<file path="config.mk">
export PLATFORM = sky130hd
export DESIGN_NAME = dmem_port_arbiter
export DESIGN_NICKNAME = d
export VERILOG_FILES = /design/src/rtl/dmem_port_arbiter_pkg.sv /design/src/rtl/dmem_port_arbiter_rr_pick.sv /design/src/rtl/dmem_port_arbiter.sv
export SDC_FILE = /design/constraint.sdc
export NUM_CORES = 1
export LEC_CHECK = 0
export ABC_CLOCK_PERIOD_IN_PS = 5000
export BUFFER_PORTS_ARGS = -buffer_cell sky130_fd_sc_hd__clkbuf_2
export CORE_AREA = 5 5 87 89
export DETAILED_ROUTE_END_ITERATION = 10
export DIE_AREA = 0 0 92 94
export GPL_ROUTABILITY_DRIVEN = 1
export PLACE_DENSITY = 0.64
export SLEW_MARGIN = 20
export SYNTH_ARGS = -nofsm -noshare
export SYNTH_HDL_FRONTEND = slang
export SYNTH_SLANG_ARGS = --single-unit
</file>
<file path="constraint.sdc">
create_clock -name clk_i -period 5 [get_ports clk_i]
set_input_delay 0.25 -clock clk_i [delete_from_list [all_inputs] [get_ports clk_i]]
set_output_delay 0.25 -clock clk_i [all_outputs]
set_load 0.1 [all_outputs]
</file>
<file path="src/rtl/dmem_port_arbiter_pkg.sv">
// Shared constants and helpers for the dmem port arbiter slice.
package dmem_port_arbiter_pkg;

  localparam int unsigned DMEM_ADDR_LEN_DEFAULT = 8;
  localparam int unsigned WMASK_W               = 4;
  localparam int unsigned WORD_W                = 32;

  localparam logic CSB_ACTIVE = 1'b0;
  localparam logic CSB_IDLE   = 1'b1;

  // Round-robin successor of a granted index, wrapping at n.
  function automatic int unsigned rr_next(input int unsigned idx, input int unsigned n);
    return (idx + 1 >= n) ? 0 : idx + 1;
  endfunction

endpackage

</file>
<file path="src/rtl/dmem_port_arbiter_rr_pick.sv">
// Round-robin priority picker: first set request at or after ptr_i, with wrap-around.
module rr_pick #(
  parameter int unsigned N     = 2,
  parameter int unsigned IDX_W = (N > 1) ? $clog2(N) : 1
) (
  input  logic [N-1:0]     req_i,
  input  logic [IDX_W-1:0] ptr_i,
  output logic [N-1:0]     gnt_o,
  output logic [IDX_W-1:0] idx_o,
  output logic             any_o
);

  always_comb begin
    logic             found;
    logic [IDX_W:0]   sum;
    logic [IDX_W-1:0] k;
    found = 1'b0;
    sum   = '0;
    k     = '0;
    gnt_o = '0;
    idx_o = '0;
    for (int unsigned i = 0; i < N; i++) begin
      sum = {1'b0, ptr_i} + (IDX_W+1)'(i);
      if (sum >= (IDX_W+1)'(N)) sum = sum - (IDX_W+1)'(N);
      k = sum[IDX_W-1:0];
      if (!found && req_i[k]) begin
        found    = 1'b1;
        gnt_o[k] = 1'b1;
        idx_o    = k;
      end
    end
    any_o = found;
  end

endmodule

</file>
<file path="src/rtl/dmem_port_arbiter.sv">
// Shares the 1W/1R dmem between NUM_REQ requesters with independent round-robin
// write and read arbitration; read responses return one cycle after grant.
module dmem_port_arbiter
  import dmem_port_arbiter_pkg::*;
#(
  parameter int unsigned NUM_REQ       = 2,
  parameter int unsigned DMEM_ADDR_LEN = DMEM_ADDR_LEN_DEFAULT
) (
  input  logic                              clk_i,
  input  logic                              reset_i,
  input  logic [NUM_REQ-1:0]                wr_valid_i,
  output logic [NUM_REQ-1:0]                wr_ready_o,
  input  logic [NUM_REQ*DMEM_ADDR_LEN-1:0]  wr_addr_i,
  input  logic [NUM_REQ*WMASK_W-1:0]        wr_mask_i,
  input  logic [NUM_REQ*WORD_W-1:0]         wr_data_i,
  input  logic [NUM_REQ-1:0]                rd_valid_i,
  output logic [NUM_REQ-1:0]                rd_ready_o,
  input  logic [NUM_REQ*DMEM_ADDR_LEN-1:0]  rd_addr_i,
  output logic [NUM_REQ-1:0]                rsp_valid_o,
  output logic [WORD_W-1:0]                 rsp_data_o,
  output logic                              dmem_csb_write_o,
  output logic [WMASK_W-1:0]                dmem_wmask_o,
  output logic [DMEM_ADDR_LEN-1:0]          dmem_waddr_o,
  output logic [WORD_W-1:0]                 dmem_din_o,
  output logic                              dmem_csb_read_o,
  output logic [DMEM_ADDR_LEN-1:0]          dmem_raddr_o,
  input  logic [WORD_W-1:0]                 dmem_dout_i
);

  localparam int unsigned IDX_W = $clog2(NUM_REQ);

  logic [IDX_W-1:0] wr_ptr_q, wr_ptr_d;
  logic [IDX_W-1:0] rd_ptr_q, rd_ptr_d;
  logic             pend_valid_q, pend_valid_d;
  logic [IDX_W-1:0] pend_id_q, pend_id_d;

  logic [NUM_REQ-1:0] wr_gnt, rd_gnt;
  logic [IDX_W-1:0]   wr_idx, rd_idx;
  logic               wr_any, rd_any;

  logic [DMEM_ADDR_LEN-1:0] wr_addr_win, rd_addr_win;
  logic [WMASK_W-1:0]       wr_mask_win;
  logic [WORD_W-1:0]        wr_data_win;
  logic                     wr_go, rd_go, conflict;

  rr_pick #(.N(NUM_REQ), .IDX_W(IDX_W)) u_wr_pick (
    .req_i (wr_valid_i),
    .ptr_i (wr_ptr_q),
    .gnt_o (wr_gnt),
    .idx_o (wr_idx),
    .any_o (wr_any)
  );

  rr_pick #(.N(NUM_REQ), .IDX_W(IDX_W)) u_rd_pick (
    .req_i (rd_valid_i),
    .ptr_i (rd_ptr_q),
    .gnt_o (rd_gnt),
    .idx_o (rd_idx),
    .any_o (rd_any)
  );

  // One-hot muxes selecting the winners' slices.
  always_comb begin
    wr_addr_win = '0;
    wr_mask_win = '0;
    wr_data_win = '0;
    rd_addr_win = '0;
    for (int unsigned k = 0; k < NUM_REQ; k++) begin
      if (wr_gnt[k]) begin
        wr_addr_win = wr_addr_i[k*DMEM_ADDR_LEN +: DMEM_ADDR_LEN];
        wr_mask_win = wr_mask_i[k*WMASK_W +: WMASK_W];
        wr_data_win = wr_data_i[k*WORD_W +: WORD_W];
      end
      if (rd_gnt[k]) rd_addr_win = rd_addr_i[k*DMEM_ADDR_LEN +: DMEM_ADDR_LEN];
    end
  end

  // Grants are gated by reset so every output is idle while reset_i is low.
  // A read hitting the word being written this cycle waits one cycle to see the new data.
  always_comb begin
    wr_go    = reset_i & wr_any;
    conflict = wr_go & rd_any & (rd_addr_win == wr_addr_win);
    rd_go    = reset_i & rd_any & ~conflict;

    wr_ready_o       = wr_go ? wr_gnt : '0;
    dmem_csb_write_o = wr_go ? CSB_ACTIVE : CSB_IDLE;
    dmem_waddr_o     = wr_go ? wr_addr_win : '0;
    dmem_wmask_o     = wr_go ? wr_mask_win : '0;
    dmem_din_o       = wr_go ? wr_data_win : '0;

    rd_ready_o       = rd_go ? rd_gnt : '0;
    dmem_csb_read_o  = rd_go ? CSB_ACTIVE : CSB_IDLE;
    dmem_raddr_o     = rd_go ? rd_addr_win : '0;

    wr_ptr_d     = wr_go ? IDX_W'(rr_next(32'(wr_idx), NUM_REQ)) : wr_ptr_q;
    rd_ptr_d     = rd_go ? IDX_W'(rr_next(32'(rd_idx), NUM_REQ)) : rd_ptr_q;
    pend_valid_d = rd_go;
    pend_id_d    = rd_go ? rd_idx : pend_id_q;
  end

  always_comb begin
    rsp_valid_o = '0;
    rsp_data_o  = '0;
    if (pend_valid_q) begin
      rsp_valid_o[pend_id_q] = 1'b1;
      rsp_data_o             = dmem_dout_i;
    end
  end

  always_ff @(posedge clk_i or negedge reset_i) begin
    if (!reset_i) begin
      wr_ptr_q     <= '0;
      rd_ptr_q     <= '0;
      pend_valid_q <= 1'b0;
      pend_id_q    <= '0;
    end else begin
      wr_ptr_q     <= wr_ptr_d;
      rd_ptr_q     <= rd_ptr_d;
      pend_valid_q <= pend_valid_d;
      pend_id_q    <= pend_id_d;
    end
  end

endmodule

</file>
# Word level (Yosys, flattened, before mapping)
# Index checks and enable logic that the tools add are counted.
# op_classes
n_addsub	8
mul	0
div_mod_pow	0
order_cmp	16
n_eq_ne	1
n_shift	0
muxes	54
bitwise_logic	8
n_reduce_logical	9
# op_table
cell	count
32-bit 2-to-1 mux	4
8-bit 2-to-1 mux	6
1-bit 2-to-1 mux	29
2-bit 2-to-1 mux	7
4-bit 2-to-1 mux	3
1-bit by 2-bit less-than comparator with 1-bit output, second input constant	5
1-bit by 1-bit adder with 2-bit output, second input constant	4
8-bit equality test	1
2-bit greater-or-equal comparator, second input constant	4
1-bit logical AND	7
1-bit AND	5
1-bit demux with 1-bit select	5
1-bit greater-or-equal comparator, second input constant	5
1-bit by 2-bit greater-or-equal comparator with 1-bit output, second input constant	2
2-bit bitwise OR	2
1-bit subtractor, second input constant	4
1-bit zero test	2
1-bit inverter	1
# word_totals
reg_bits	4
latch_bits	0
mem_bits_rw	0
mem_bits_ro	0
input_bits	142
out_inout_bits	92
wordCells	100
memories	0

# Longest topological paths before layout
# depth
depth_word	16
depth_mapped	8
ltp_nobuf	6

# Hierarchy
# A second synthesis with hierarchy kept.
# hier_totals
cells_unflattened	161
area_unflattened_um2	1179.9
# by_module_without_submodules
module	instances	cells_per_inst	area_each_um2	seq_area_each_um2
dmem_port_arbiter	1	151	1114.8	100.1
rr_pick	2	5	32.5	0.0

# Worst setup path after synthesis
# Ideal clock, no wire load.
# synth_timing
kind	input-to-output
startpoint	input port wr_valid_i[1]
endpoint	output port dmem_raddr_o[0]
arrival_time_ps	4047
t_required_ps	4750
path_slack_ps	703
stages	5
n_path_buf	2
path_cell_list	buf_2 -> o21ai_1 -> o41ai_4 -> buf_4 -> nor2_1
# synth_between
elab_chain_cells	13
word_cells_on_any_way	20
classes_between	1 x eq/ne; 11 x mux; 6 x bitwise; 2 x reduce/logical
# synth_rtl
item	line	source
start: declaration	dmem_port_arbiter.sv:11	input logic [NUM_REQ-1:0] wr_valid_i,
1-bit 2-to-1 mux (implied by the code) (2 in a row)	dmem_port_arbiter_rr_pick.sv:26	if (!found && req_i[k]) begin
1-bit 2-to-1 mux	dmem_port_arbiter_rr_pick.sv:26	
1-bit zero test	dmem_port_arbiter_rr_pick.sv:26	
1-bit logical AND	dmem_port_arbiter_rr_pick.sv:26	
2-bit 2-to-1 mux	dmem_port_arbiter_rr_pick.sv:26	
8-bit 2-to-1 mux (2 in a row)	dmem_port_arbiter.sv:69	if (wr_gnt[k]) begin
8-bit equality test	dmem_port_arbiter.sv:82	conflict = wr_go & rd_any & (rd_addr_win == wr_addr_win);
1-bit AND (*)	dmem_port_arbiter.sv:82	
1-bit inverter (*)	dmem_port_arbiter.sv:83	rd_go = reset_i & rd_any & ~conflict;
1-bit AND (*)	dmem_port_arbiter.sv:83	
8-bit 2-to-1 mux (*)	dmem_port_arbiter.sv:93	dmem_raddr_o = rd_go ? rd_addr_win : '0;
end: declaration	dmem_port_arbiter.sv:26	output logic [DMEM_ADDR_LEN-1:0] dmem_raddr_o,
# Every way passes the cells marked *; elsewhere a longest branch is shown, timed or not. The select of a mux whose other input is x is not followed.

==> impl_metrics.env <==
export IMPL_status="finished clean"
export IMPL_critical_path_cell_chain="nand2b_1 > a32oi_1 > xnor2_1 > nand3_1 > o41ai_4 > clkbuf_2"
export IMPL_diodes=0
export IMPL_maxCapViolations=0
export IMPL_crit_fanout=14
export IMPL_fillers=692
export IMPL_syn_inst=156
export IMPL_drtAntennaViolNets=0
export IMPL_grt_use_total=0.1353
export IMPL_layout_common_cells="233 x clkbuf_2, 34 x a22o_1, 33 x and2_1, 18 x a32oi_1, 18 x nor2_1"
export IMPL_via_per_inst=4.635
export IMPL_finalHoldViolCount=0
export IMPL_cts_sinks=4
export IMPL_h_tree_depth=1
export IMPL_grt_max_degree=36
export IMPL_cts_made_buffers=3
export IMPL_hold_path_class="in2reg"
export IMPL_final_util=0.3573
export IMPL_skew_ns=0.0009495
export IMPL_met3_usage=0.04407
export IMPL_insertion_delay_ns=0.21
export IMPL_final_common_cell="clkbuf_2"
export IMPL_final_setup_tns_ns=0
export IMPL_synth_top_area_frac=0.2590
export IMPL_startpoint_type="flip-flop"
export IMPL_worstPathRequired_ns=4.75
export IMPL_slowest_delay_ns=0.81
export IMPL_crit_slowest_cell="o41ai_4"
export IMPL_drc=0
export IMPL_grt_pass1_vias=2136
export IMPL_power_density_nw_per_um2=292.2
export IMPL_p_total_w=0.0006976
export IMPL_die_x_um=92
export IMPL_cp_buffers_inverters=1
export IMPL_root_buffer="clkbuf_8"
export IMPL_start_util=0.1721
export IMPL_endpoint_kind="output port"
export IMPL_ir_drop_mv=0.1171
export IMPL_criticalPathCategory="reg2out"
export IMPL_final_nets=519
export IMPL_totalWireLength_um=6597
export IMPL_multi_input_area_sq_um=958.4
export IMPL_min_period_ns=3.282
export IMPL_synth_area_leaders="a22o_1 26%, and2_1 18%, a32oi_1 14%, dfrtp_1 8.7%, xnor2_1 6.1%"
export IMPL_fin_crit_sh=0.6564
export IMPL_cts_tree="yes"
export IMPL_synth_seq_cells=4
export IMPL_core_area_sq_um=6681
export IMPL_synthDistinctLibCells=23
export IMPL_cts_setup_buffers=0
export IMPL_regArea_sq_um=100.1
export IMPL_crit_family="compound AO/OA/AOI/OAI gates"
export IMPL_antenna_found_initial=0
export IMPL_design_portCount=234
export IMPL_synth_top_area_cell="a22o_1"
export IMPL_die_y_um=94
export IMPL_io_buffer_count=233
export IMPL_post_place_cells=451
export IMPL_area_growth_pct=107.6
export IMPL_final_cells=455
export IMPL_clk_pin_slew_ns=0.03
export IMPL_grt_pass1_wl_um=9763
export IMPL_p_leak_nw=1.434
export IMPL_setup_viol=0
export IMPL_gr_total_overflow=0
export IMPL_drt_wirelength_per_cell_um=14.50
export IMPL_clockBufferDepth=2
export IMPL_clock_fmax_mhz=304.7
export IMPL_synthesis_area_sq_um=1150
export IMPL_num_rows=30
export IMPL_drt_iter0_drc=62
export IMPL_grtUsageMet2=0.2530
export IMPL_rsz0062_at_grt="no"
export IMPL_avgSynthCellArea_sq_um=7.371
export IMPL_busiest_layer="met2"
export IMPL_ys_seq_area_frac=0.08705
export IMPL_drive_gt1_frac=0.6427
export IMPL_worstPathArrival_ns=3.03
export IMPL_use_met1=0.1466
export IMPL_slew_headroom=0.4532
export IMPL_first_pass_iters=4
export IMPL_gp_congestion=0.8282
export IMPL_hpwl_um=5901
export IMPL_yosysWarnings=0
export IMPL_final_max_slew_viol_count=0
export IMPL_synth_nets=298
export IMPL_die_area_sq_um=8648
export IMPL_worstMarginPinSlew_ns=0.8148
export IMPL_vias=2109
-- cell usage after synthesis --
master,number
a21boi_2,2
a21oi_1,1
a22o_1,34
a31oi_1,1
a32oi_1,18
and2_1,34
and3_1,1
buf_2,3
buf_4,3
clkbuf_1,12
dfrtp_1,4
inv_1,3
mux2_1,1
mux2i_1,1
nand2_1,2
nand2b_1,2
nand3_1,2
nor2_1,18
nor2b_1,3
o21a_1,1
o21ai_1,1
o41ai_4,1
xnor2_1,8
-- tightest hold or removal path: stages --
cell and delay [ns]:
clkbuf_2 0.11, a21oi_1 0.14, a31oi_1 0.05
-- layout make-up --
| type | instances | area share |
|---|---|---|
| Timing Repair Buffer | 234 | 0.4927 |
| Multi-Input combinational cell | 131 | 0.4015 |
| Sequential cell | 4 | 0.04193 |
| Tap cell | 80 | 0.04193 |
| Clock buffer | 3 | 0.01730 |
| Inverter | 3 | 0.004717 |
-- timing repair --
action,CTS,global route
endpoints found under the hold margin,4,0
hold buffers,1,0
gates resized for setup,0,0
-- per-layer routing --
metal	routed length, um	up-vias
li1	-	1023
met1	2346	934
met2	3342	148
met3	839	4
met4	69	0
met5	0	-
-- final timing paths --
kind / slack, ns / start / cells past startpoint / to
max: 1.72 / flip-flop / 6 / dmem_csb_read_o
min: 0.39 / wr_valid_i[0] / 3 / flip-flop
max reg2reg: 2.26 / flip-flop / 6 / rd_ptr_q$_DFFE_PN0P_
min reg2reg: 0.54 / rd_ptr_q$_DFFE_PN0P_ / 1 / rd_ptr_q$_DFFE_PN0P_
max in group asynchronous: 4.33 / reset_i / 2 / pend_id_q$_DFFE_PN0P_
min in group asynchronous: 0.46 / reset_i / 2 / pend_valid_q$_DFF_PN0_
-- per-stage QoR --
| stage | setup slack [ns] | hold WS (ns) | cell area (sq um) |
|---|---|---|---|
| 6_report | 1.718 | 0.3919 | 2387 |
| 5_1_grt | 1.524 | 0.4424 | 2387 |
| 4_1_cts | 1.724 | 0.3877 | 2385 |
| 3_5_place_dp | 1.943 | 0.1230 | 2333 |
| 3_3_place_gp | 2.076 | 0.1190 | 2333 |
| 2_1_floorplan | 0.7029 | -0.04559 | 1150 |
-- cells by family after synthesis --
group,count (synthesis),share of synthesized area
mux,2,0.01850
flops,4,0.08705
buf+inv,21,0.08160
xor+xnor,8,0.06094
compound gates,59,0.4603
simple gates,62,0.2916
-- where the power goes --
part	internal (W)	switching, W
clock	0.0000511	0.0000147
sequential	0.0000375	0.00000782
combinational	0.000120	0.000467
No activity file was read; power rests on OpenSTA's default activity.
